<file path="config.mk">
export PLATFORM = sky130hd
export DESIGN_NAME = halflife_button_cond
export DESIGN_NICKNAME = d
export VERILOG_FILES = /design/src/rtl/halflife_button_cond.sv
export SDC_FILE = /design/constraint.sdc
export NUM_CORES = 1
export LEC_CHECK = 0
export BUFFER_PORTS_ARGS = -buffer_cell sky130_fd_sc_hd__buf_4
export CORE_MARGIN = 4
export CORE_UTILIZATION = 58
export CTS_CLUSTER_DIAMETER = 120
export DETAILED_ROUTE_END_ITERATION = 10
export GPL_TIMING_DRIVEN = 0
export PLACE_DENSITY_LB_ADDON = 0.08
export SYNTH_ARGS = -nofsm -noshare
export SYNTH_HDL_FRONTEND = slang
export SYNTH_SLANG_ARGS = --single-unit
</file>
<file path="constraint.sdc">
create_clock -name clk -period 1.84 [get_ports clk]
set_input_delay 0.092 -clock clk [delete_from_list [all_inputs] [get_ports clk]]
set_output_delay 0.092 -clock clk [all_outputs]
set_load 0.005 [all_outputs]
</file>
<file path="src/rtl/halflife_button_cond.sv">
// Up/down push-button conditioner: 2-flop sync, debounce, press detect and
// hold-to-auto-repeat, with up/down conflict blocking. Channel 0 = up, 1 = down.
module halflife_button_cond #(
  parameter int DEBOUNCE_CYCLES = 16,
  parameter int REPEAT_DELAY    = 64,
  parameter int REPEAT_RATE     = 16
) (
  input  logic clk,
  input  logic reset,
  input  logic up_raw,
  input  logic down_raw,
  output logic up_pulse,
  output logic down_pulse,
  output logic up_level,
  output logic down_level,
  output logic conflict
);

  localparam int CNT_W   = $clog2(DEBOUNCE_CYCLES) + 1;
  localparam int TMR_MAX = (REPEAT_DELAY > REPEAT_RATE) ? REPEAT_DELAY : REPEAT_RATE;
  localparam int TMR_W   = $clog2(TMR_MAX) + 1;
  localparam logic [CNT_W-1:0] DB_LAST   = CNT_W'(DEBOUNCE_CYCLES - 1);
  localparam logic [TMR_W-1:0] DLY_LAST  = TMR_W'(REPEAT_DELAY - 1);
  localparam logic [TMR_W-1:0] RATE_LAST = TMR_W'(REPEAT_RATE - 1);

  typedef enum logic [1:0] {
    S_IDLE   = 2'd0,
    S_DELAY  = 2'd1,
    S_REPEAT = 2'd2
  } state_e;

  logic [1:0]       raw_s;
  logic [1:0]       meta_q;
  logic [1:0]       sync_q;
  logic [1:0]       level_q, level_d;
  logic [1:0]       prev_q;
  logic [1:0]       press_s;
  logic [1:0]       pulse_q, pulse_d;
  logic             conflict_q, conflict_d;
  logic [CNT_W-1:0] cnt_q [2];
  logic [CNT_W-1:0] cnt_d [2];
  logic [TMR_W-1:0] tmr_q [2];
  logic [TMR_W-1:0] tmr_d [2];
  state_e           state_q [2];
  state_e           state_d [2];

  assign raw_s   = {down_raw, up_raw};
  assign press_s = level_q & ~prev_q;

  // Debounce: level flips only after DEBOUNCE_CYCLES consecutive disagreeing samples.
  always_comb begin
    for (int ch = 0; ch < 2; ch++) begin
      level_d[ch] = level_q[ch];
      cnt_d[ch]   = '0;
      if (sync_q[ch] != level_q[ch]) begin
        if (cnt_q[ch] == DB_LAST) begin
          level_d[ch] = ~level_q[ch];
        end else begin
          cnt_d[ch] = cnt_q[ch] + CNT_W'(1);
        end
      end else begin
        cnt_d[ch] = '0;
      end
    end
    conflict_d = level_d[0] & level_d[1];
  end

  // Repeat FSMs; conflict forces both back to idle so a held button needs a re-press.
  always_comb begin
    for (int ch = 0; ch < 2; ch++) begin
      state_d[ch] = state_q[ch];
      tmr_d[ch]   = tmr_q[ch];
      pulse_d[ch] = 1'b0;
      case (state_q[ch])
        S_IDLE: begin
          tmr_d[ch] = '0;
          if (press_s[ch]) begin
            pulse_d[ch] = 1'b1;
            state_d[ch] = S_DELAY;
          end else begin
            state_d[ch] = S_IDLE;
          end
        end
        S_DELAY: begin
          if (!level_q[ch]) begin
            state_d[ch] = S_IDLE;
            tmr_d[ch]   = '0;
          end else if (tmr_q[ch] == DLY_LAST) begin
            pulse_d[ch] = 1'b1;
            tmr_d[ch]   = '0;
            state_d[ch] = S_REPEAT;
          end else begin
            tmr_d[ch] = tmr_q[ch] + TMR_W'(1);
          end
        end
        S_REPEAT: begin
          if (!level_q[ch]) begin
            state_d[ch] = S_IDLE;
            tmr_d[ch]   = '0;
          end else if (tmr_q[ch] == RATE_LAST) begin
            pulse_d[ch] = 1'b1;
            tmr_d[ch]   = '0;
          end else begin
            tmr_d[ch] = tmr_q[ch] + TMR_W'(1);
          end
        end
        default: begin
          state_d[ch] = S_IDLE;
          tmr_d[ch]   = '0;
        end
      endcase
      if (conflict_q) begin
        state_d[ch] = S_IDLE;
        tmr_d[ch]   = '0;
        pulse_d[ch] = 1'b0;
      end else begin
        pulse_d[ch] = pulse_d[ch];
      end
    end
    // Defensive: the core must never see both step requests at once.
    if (pulse_d[0]) begin
      pulse_d[1] = 1'b0;
    end else begin
      pulse_d[1] = pulse_d[1];
    end
  end

  // State registers with synchronous reset.
  always_ff @(posedge clk) begin
    if (reset) begin
      meta_q     <= 2'b00;
      sync_q     <= 2'b00;
      level_q    <= 2'b00;
      prev_q     <= 2'b00;
      pulse_q    <= 2'b00;
      conflict_q <= 1'b0;
      for (int ch = 0; ch < 2; ch++) begin
        cnt_q[ch]   <= '0;
        tmr_q[ch]   <= '0;
        state_q[ch] <= S_IDLE;
      end
    end else begin
      meta_q     <= raw_s;
      sync_q     <= meta_q;
      level_q    <= level_d;
      prev_q     <= level_q;
      pulse_q    <= pulse_d;
      conflict_q <= conflict_d;
      for (int ch = 0; ch < 2; ch++) begin
        cnt_q[ch]   <= cnt_d[ch];
        tmr_q[ch]   <= tmr_d[ch];
        state_q[ch] <= state_d[ch];
      end
    end
  end

  assign up_pulse   = pulse_q[0];
  assign down_pulse = pulse_q[1];
  assign up_level   = level_q[0];
  assign down_level = level_q[1];
  assign conflict   = conflict_q;

endmodule

</file>
==> impl_metrics.json <==
{
  "routed-wl-met2_um": 1160,
  "dieWidth_um": 61.2,
  "yosys_warnings": 0,
  "wl_met3_um": 103,
  "drc": 0,
  "h-tree-depth": 2,
  "synthAdderAreaFrac": 0.107,
  "synth_cells": 170,
  "clkTransAtPathRegs_ns": 0.12,
  "timing.setup.tns_ns": 0,
  "cp_slowest_cell": "dfxtp_1",
  "critical_path_buf_inv_count": 1,
  "fillers": 229,
  "max_slew_margin": 0.726,
  "final_net_count": 205,
  "skew_ns": 0.0139,
  "synth.distinct_cells": 35,
  "hold_viol": 0,
  "cp_data_arrival_time_ns": 2.00,
  "clk_latency_ns": 0.34,
  "diodes": 0,
  "synthMuxAreaShare": 0.0183,
  "grt_use_total": 0.164,
  "drtAntennaViolNets": 0,
  "synth_compound_area_frac": 0.0625,
  "instances_no_fill": 218,
  "setup_violations": 0,
  "peakVddDrop_uv": 801,
  "worst_pin_slew_ns": 0.410,
  "drt_iter0_drc": 42,
  "die-area_um2": 3740,
  "cts_tree": "yes",
  "dieHeight_um": 61.2,
  "leakagePower_nw": 0.724,
  "cts_root_buf": "clkbuf_4",
  "critPathLaunchType": "flop",
  "syn_to_final_growth_pct": 11.8,
  "fmax_mhz": 577,
  "cp_max_fo": 5,
  "rsz0062_at_grt": "false",
  "ys_dominant_reg_cell": "dfxtp_1",
  "drive_gt1_frac": 0.0963,
  "globalplace.congestion": 0.826,
  "grt_max_degree": 13,
  "path_cells": "inv_1 -> ha_1 -> and3b_1 -> o211ai_1 -> a2111oi_2 -> nor2b_1",
  "core_area_um2": 2730,
  "cts_buffers": 5,
  "fin_crit_ns": 1.73,
  "gr-total-overflow": 0,
  "start_util": 0.600,
  "first_pass_iters": 4,
  "cts_sinks": 39,
  "slowest_delay_ns": 0.39,
  "grt_antenna_before_repair": 0,
  "crit_family": "compound AO/OA/AOI/OAI gates",
  "syn-num-nets": 188,
  "r2r_start": "state_q[0][0]",
  "drt-vias-per-instance": 5.32,
  "synthSimpleGateAreaFrac": 0.232,
  "fin_crit_sh": 0.943,
  "async_flop_share": 0,
  "min_path_type": "input port to flop",
  "rows": 19,
  "grt_pass1_vias": 1155,
  "io_pins": 9,
  "cp-end-kind": "flop",
  "port_buffers": 8,
  "status": "completed",
  "dp_hpwl_um": 1920,
  "r2r_slack_ns": 0.11,
  "m1WireLength_um": 1230,
  "vias": 1159,
  "highest_layer": "met4",
  "clockBufferDepth": 2,
  "syn_avg_cell_area_um2": 9.65,
  "syn_area_um2": 1640,
  "synth_top_family_by_area": "simple AND/OR/NAND/NOR gates",
  "p_per_area_nw_per_um2": 773,
  "synth-seq-cells": 39,
  "critical_path_class": "flop to flop",
  "critPathLaunch": "state_q[0][0]",
  "drt-total-wl_um": 2530,
  "crit_required_ns": 2.11,
  "drv_slew": 0,
  "dp.cells": 209,
  "cap_violations": 0,
  "grt_pass1_wl_um": 4560,
  "post_drt_wl_per_cell_um": 11.6,
  "synth-seq-area-share": 0.476,
  "min_from": "reset",
  "synth_edf_count": 0,
  "synth-xor-area-share": 0.0748
}
final timing paths:
| kind | cells past startpoint | to |
|---|---|---|
| max | 6 | pulse_q[0] |
| max reg2reg | 6 | pulse_q[0] |
| min reg2reg | 1 | tmr_q[0][7] |
| min | 4 | state_q[0][0] |
registers in the layout (all words and copies together), names as in the netlist:
name	flops
prev_q	2
pulse_q	2
cnt_q	10
state_q	4
meta_q	2
sync_q	2
level_q	2
conflict	1
tmr_q	14
Yosys cell counts (2+ instances only):
master	instances	area, um^2
and4b_1	2	20.0
xnor2_1	7	61.3
ha_1	14	175
xor2_1	7	61.3
nor2_1	28	105
or3_1	3	18.8
inv_1	11	41.3
nand2b_1	2	12.5
nor3_1	5	25.0
nand3_1	8	40.0
a21oi_1	3	15.0
o21ai_0	2	10.0
and3_1	4	25.0
mux2i_1	3	30.0
nand2_1	6	22.5
nor2b_1	7	43.8
clkbuf_1	2	7.51
dfxtp_1	39	781
cell type report:
cell class / count / area [um^2] / area share
well taps: 31 / 38.8 / 0.0211
clock buffers: 5 / 37.5 / 0.0205
repair buffers: 10 / 80.1 / 0.0437
plain buffers: 2 / 7.51 / 0.00409
multi-input cells: 118 / 811 / 0.442
clock inverters: 2 / 37.5 / 0.0205
inverters: 11 / 41.3 / 0.0225
flip-flops and latches: 39 / 781 / 0.426
kinds of logic after synthesis:
group,after synthesis
and+or+nand+nor,74
xor gates and xnor gates,14
AOI/OAI and AO/OA,13
muxes,3
adders and majority gates,14
buffers and inverters,13
DFF,39
worst reg2reg max path, cell delays in order (launching register included):
cell and delay (ns):
dfxtp_1 0.39, inv_1 0.09, ha_1 0.25, and3b_1 0.25, o211ai_1 0.12, a2111oi_2 0.36
nor2b_1 0.19
report_power, final:
part / total (mW) / leakage, nW / internal [mW] / switching [mW]
Sequential: 0.852 / 0.315 / 0.849 / 0.00251
Combinational: 0.0220 / 0.371 / 0.0119 / 0.0101
Clock: 0.543 / 0.0373 / 0.279 / 0.265
per-stage QoR:
stage	hold slack (ns)	worst slack [ns]	area [um^2]	total power, mW	util
2_1_floorplan	0.220	0.293	1640	0.881	-
3_3_place_gp	0.308	0.139	1740	0.889	0.636
3_5_place_dp	0.312	0.0791	1740	0.890	0.636
4_1_cts	0.0913	0.0369	1830	1.43	0.671
5_1_grt	0.107	0.00185	1830	1.47	0.671
6_report	0.0888	0.106	1830	1.42	0.671
cell usage in the layout (no fill, tap or decap), types with 6 or more instances in the layout:
cell type | netlist | final
nor2b_1 | 7 | 7
xnor2_1 | 7 | 7
inv_1 | 11 | 11
ha_1 | 14 | 14
dfxtp_1 | 39 | 39
xor2_1 | 7 | 7
nand2_1 | 6 | 6
nand3_1 | 8 | 8
buf_4 | 0 | 8
nor2_1 | 28 | 28
metal layers:
layer / GRT usage / vias to the layer above
li1: - / 610
met1: 0.194 / 532
met2: 0.270 / 12
met3: 0.0503 / 5
met4: 0.0743 / 0
met5: 0 / -
what timing repair did:
item,4_1_cts,5_1_grt
setup endpoints to repair,0,2
hold buffers,2,0
buffers inserted,0,0
hold endpoints to repair,2,0
resized for setup,0,0
Power figures use the tool's default switching activity.
